==> src/rtl/mem_pkg.sv <==
// Shared types for the MIPS memory stage: FSM encoding, error codes and
// the MEM/WB register payload.
package mem_pkg;

    typedef enum logic [1:0] {
        IDLE     = 2'd0,
        WAIT_GNT = 2'd1,
        WAIT_RSP = 2'd2,
        DONE     = 2'd3
    } mem_state_e;

    typedef enum logic [1:0] {
        ERR_NONE    = 2'b00,
        ERR_ALIGN   = 2'b01,
        ERR_TIMEOUT = 2'b10
    } mem_err_e;

    typedef struct packed {
        logic        reg_write;
        logic        mem_to_reg;
        logic [31:0] read_data;
        logic [31:0] alu_out;
        logic [4:0]  write_reg;
        logic [1:0]  err;
    } memwb_t;

endpackage

==> src/rtl/reg_writeback.sv <==
// MEM/WB pipeline register: loads when enabled, holds otherwise (no bubble
// insertion), clears asynchronously on reset.
module reg_writeback
    import mem_pkg::*;
(
    input  logic   clk,
    input  logic   rst,
    input  logic   en,
    input  memwb_t wb_d,
    output memwb_t wb_q
);

    always_ff @(posedge clk or negedge rst) begin
        if (!rst) begin
            wb_q <= '0;
        end else if (en) begin
            wb_q <= wb_d;
        end
    end

endmodule

==> src/rtl/mem_stage_unit.sv <==
// Memory stage of the 5-stage MIPS pipeline: variable-latency data bus
// handshake, stall generation, alignment/timeout detection, MEM/WB register.
module mem_stage_unit
    import mem_pkg::*;
#(
    parameter int TIMEOUT = 16
) (
    input  logic        clk,
    input  logic        rst,
    input  logic        regWriteM,
    input  logic        memToRegM,
    input  logic        memWriteM,
    input  logic [31:0] aluOutM,
    input  logic [31:0] writeDataM,
    input  logic [4:0]  writeRegM,
    output logic        dmem_req,
    output logic        dmem_we,
    output logic [31:0] dmem_addr,
    output logic [31:0] dmem_wdata,
    input  logic        dmem_gnt,
    input  logic        dmem_rvalid,
    input  logic [31:0] dmem_rdata,
    output logic        stallM,
    output logic        regWriteW,
    output logic        memToRegW,
    output logic [31:0] readDataW,
    output logic [31:0] aluOutW,
    output logic [4:0]  writeRegW,
    output logic [1:0]  errW
);

    localparam int CNT_W = $clog2(TIMEOUT + 1);
    localparam logic [CNT_W-1:0] CNT_MAX = CNT_W'(TIMEOUT);

    mem_state_e       state_q, state_d;
    logic [CNT_W-1:0] cnt_q, cnt_d, cnt_inc;
    logic [31:0]      rdata_q, rdata_d;
    mem_err_e         err_q, err_d;
    memwb_t           wb_d, wb_q;

    logic mem_op, aligned, issue, timed_out;

    assign mem_op    = memToRegM | memWriteM;
    assign aligned   = (aluOutM[1:0] == 2'b00);
    assign issue     = (state_q == IDLE) && mem_op && aligned;
    assign timed_out = (cnt_q == CNT_MAX);
    // Saturate so a grant on the final allowed cycle still times out in WAIT_RSP.
    assign cnt_inc   = timed_out ? cnt_q : cnt_q + CNT_W'(1);

    always_ff @(posedge clk or negedge rst) begin
        if (!rst) begin
            state_q <= IDLE;
            cnt_q   <= '0;
            rdata_q <= '0;
            err_q   <= ERR_NONE;
        end else begin
            state_q <= state_d;
            cnt_q   <= cnt_d;
            rdata_q <= rdata_d;
            err_q   <= err_d;
        end
    end

    always_comb begin
        state_d = state_q;
        cnt_d   = cnt_q;
        rdata_d = rdata_q;
        err_d   = err_q;
        unique case (state_q)
            IDLE: begin
                if (issue) begin
                    state_d = dmem_gnt ? WAIT_RSP : WAIT_GNT;
                    cnt_d   = CNT_W'(1);
                    rdata_d = '0;
                    err_d   = ERR_NONE;
                end
            end
            WAIT_GNT: begin
                cnt_d = cnt_inc;
                if (dmem_gnt) begin
                    state_d = WAIT_RSP;
                end else if (timed_out) begin
                    state_d = DONE;
                    err_d   = ERR_TIMEOUT;
                end
            end
            WAIT_RSP: begin
                cnt_d = cnt_inc;
                if (dmem_rvalid) begin
                    state_d = DONE;
                    rdata_d = memToRegM ? dmem_rdata : '0;
                end else if (timed_out) begin
                    state_d = DONE;
                    err_d   = ERR_TIMEOUT;
                end
            end
            DONE: begin
                state_d = IDLE;
                cnt_d   = '0;
            end
            default: state_d = IDLE;
        endcase
    end

    // Gated by rst so request and stall drop the instant reset asserts.
    always_comb begin
        dmem_req   = rst && (issue || (state_q == WAIT_GNT));
        stallM     = rst && (issue || (state_q == WAIT_GNT) || (state_q == WAIT_RSP));
        dmem_we    = memWriteM;
        dmem_addr  = aluOutM;
        dmem_wdata = writeDataM;
    end

    always_comb begin
        wb_d.mem_to_reg = memToRegM;
        wb_d.alu_out    = aluOutM;
        wb_d.write_reg  = writeRegM;
        wb_d.read_data  = '0;
        wb_d.err        = ERR_NONE;
        wb_d.reg_write  = regWriteM;
        if (state_q == DONE) begin
            wb_d.read_data = rdata_q;
            wb_d.err       = err_q;
            wb_d.reg_write = regWriteM && (err_q == ERR_NONE);
        end else if (mem_op && !aligned) begin
            wb_d.err       = ERR_ALIGN;
            wb_d.reg_write = 1'b0;
        end
    end

    reg_writeback u_reg_writeback (
        .clk  (clk),
        .rst  (rst),
        .en   (!stallM),
        .wb_d (wb_d),
        .wb_q (wb_q)
    );

    assign regWriteW = wb_q.reg_write;
    assign memToRegW = wb_q.mem_to_reg;
    assign readDataW = wb_q.read_data;
    assign aluOutW   = wb_q.alu_out;
    assign writeRegW = wb_q.write_reg;
    assign errW      = wb_q.err;

endmodule

==> config.mk <==
export PLATFORM = sky130hd
export DESIGN_NAME = mem_stage_unit
export DESIGN_NICKNAME = d
export VERILOG_FILES = /design/src/rtl/mem_pkg.sv /design/src/rtl/reg_writeback.sv /design/src/rtl/mem_stage_unit.sv
export SDC_FILE = /design/constraint.sdc
export NUM_CORES = 1
export LEC_CHECK = 0
export ABC_AREA = 1
export BUFFER_PORTS_ARGS = -buffer_cell sky130_fd_sc_hd__buf_2
export CAP_MARGIN = 25
export CORE_MARGIN = 2
export CORE_UTILIZATION = 43
export DETAILED_ROUTE_END_ITERATION = 10
export PLACE_DENSITY = 0.75
export SLEW_MARGIN = 10
export SYNTH_ARGS = -nofsm -noshare
export SYNTH_HDL_FRONTEND = slang
export SYNTH_SLANG_ARGS = --single-unit
==> constraint.sdc <==
create_clock -name clk -period 2.04 [get_ports clk]
set_clock_uncertainty 0.2 [all_clocks]
set_input_delay 0.408 -clock clk [delete_from_list [all_inputs] [get_ports clk]]
set_output_delay 0.408 -clock clk [all_outputs]
set_load 0.05 [all_outputs]
==> metrics <==
largest net degree at the start of global routing=114; max cap viols=0; async set-or-reset flop fraction in the synthesized netlist=100%; Detailed Routing Iterations Pass 1=4; worst skew pair latency=400 ps; I/O pin count=248; initial antenna violation count=1; final hold viol count=0; fin crit period=2320 ps; Crit path buffers/inverters=3; average wire per standard cell=13.6 um; grt ovf=0; Vias/cell=4.79; Worst path slowest cell=dfrtp_1; Slew Limit Fails=0; Cells after DPL=964; syn_nets=808; Max clock buf depth=2; critical path class=flip-flop to primary output; failing checks=setup timing; most frequent cells in the layout=nand2_1, buf_2, dfrtp_1, inv_1, nand3_1; most common cell after layout, fill and taps aside=nand2_1; Arr. time, crit path=1710 ps; Area contributors post-synth=dfrtp_1, nand2_1, buf_4; layout cells sized above 1=30.5%; count of nets after finishing=939; Main synth FF type=dfrtp_1; 1st-iter DRT viols=212; fin cells=1011; cell area after layout=7120 um2; crit start category=flip-flop; final hold slack=20.6 ps; post-synth top area cell=dfrtp_1; clock root buffer=clkbuf_16; status=finished, violations left; mapped cell area=5730 um2; synthesis-to-finish area growth=24.2%; Die Area=14300 um2; fin crit share=114%; CP Data Required Time=1430 ps; setup ws final=-282 ps; Cell Rows=42; Cell Area, Placed=6330 um2; sequential share of the synthesized area=49.3%; worst relative slew slack=60.7%; # DRC=0; GP Congestion=0.823; CP top delay family=flip-flops; CP max FO=3; drt total wl=13800 um; die width=119 um; Global Route Usage Sum=19.1%; clock transition at the registers of the reported paths=50 ps; CTS tree=built; Post-synth EDFFs=0; # port buffers=183; Yosys Warn Count=0; dpl hpwl=8720 um; count of cell types in the netlist=23; syn_area_per_cell=8.27 um2; H-tree levels=4; Yosys reg bits=113; P per Cell Area=1620 nW/um2; antenna-violating nets left=0; Synth top area share=49.3%; vias in the first global route=4416; cell count after synthesis=693; worst min path class=input port to flip-flop; TritonCTS Sinks=113; achievable frequency=0.431 GHz; Initial Util=43.6%; Die Height=119 um; CP Cell Sequence=inv_2 > ha_4 > nand3_4 > nand3b_1 > nand2_2 > clkinvlp_4 > buf_8; crit end category=primary output; diode count=0; endpoints failing setup=2; worst IR drop on VDD=0.569 mV; Lkg Pwr=4.09 nW; RSZ-0062 raised after global routing=yes; CTS buffer count=17; Core Area=13100 um2; setup tns final=-478 ps; first-pass GRT wire length=21500 um; Least-Margin Pin Slew=586 ps; via count=4847; Worst path max stage delay=430 ps
-- synthesized netlist by cell type, types with 6 or more instances --
library cell,number
nand2_1,205
dfrtp_1,113
inv_1,82
nand3_1,79
buf_4,66
nand4_1,35
o21ai_0,23
buf_6,17
clkbuf_1,16
nor2_1,15
o21ai_1,15
ha_1,7
buf_2,6
-- tightest hold or removal path, cell delays in order --
cell and delay [ps]:
buf_2 80, nand2_1 40, nand2_1 50
-- logic make-up (layout without fill, tap and decap cells) --
group,count (synthesis),in the layout,synth area share [%]
AO/OA/AOI/OAI,47,47,4.56
adder cells (fa/ha/maj),7,7,1.53
buffers and inverters,188,330,19.0
flip-flops,113,113,49.3
AND/OR/NAND/NOR,338,338,25.6
-- timing repair --
action | in CTS | in global routing
hold endpoints to repair | 118 | 0
endpoints found under the setup margin | 2 | 76
resized for setup | 20 | 4
gates cloned | 0 | 4
pin swaps | 3 | 2
hold buffers | 6 | 0
buffers inserted | 10 | 2
-- state kept, by name, indices dropped and copies added (netlist names) --
name,count
cnt_q,5
err_q,1
state_q,2
u_reg_writeback.wb_q,73
rdata_q,32
-- path summary, 6_finish.rpt --
| path | start | to | slack [ps] | depth (start not counted) |
|---|---|---|---|---|
| hold reg to reg | u_reg_writeback.wb_q[68] | u_reg_writeback.wb_q[68] | 300 | 2 |
| hold / removal | aluOutM[7] | u_reg_writeback.wb_q[14] | 20 | 3 |
| min in group asynchronous | rst | u_reg_writeback.wb_q[39] | 580 | 3 |
| setup / recovery | state_q[0] | stallM | -280 | 7 |
| setup reg to reg | state_q[0] | u_reg_writeback.wb_q[59] | 70 | 9 |
| max in group asynchronous | rst | u_reg_writeback.wb_q[37] | 570 | 3 |
-- cell type report --
| type | instances | area (um2) |
|---|---|---|
| well taps | 176 | 220 |
| clock buffers | 24 | 492 |
| clock inverters | 6 | 32.5 |
| repair buffers | 217 | 1360 |
| fillers | 1206 | 6010 |
| flip-flops and latches | 113 | 2830 |
| multi-input cells | 392 | 1880 |
| inverters | 83 | 315 |
-- through the flow --
step	util, %	setup WS, ps	power (mW)
2_1_floorplan	-	-25.5	7.52
3_3_place_gp	48.2	74.6	8.33
3_5_place_dp	48.2	26.0	8.41
4_1_cts	53.8	-279	11.4
5_1_grt	54.2	-339	12.3
6_report	54.2	-282	11.6
-- where the power goes --
group	switching [mW]	total (mW)	internal, mW
clock	0.944	2.60	1.65
sequential	0.406	3.38	2.98
combinational	3.90	5.59	1.69
-- routing by layer --
layer  vias to the layer above  wire, um  track usage [%]
met1                      2250      5910             23.6
met3                        23       821             4.84
met4                         2       282             7.94
met5                         -        13                0
li1                       2392         -                -
met2                       180      6770             31.9
Note: power is estimated with default switching activity, not from simulation.
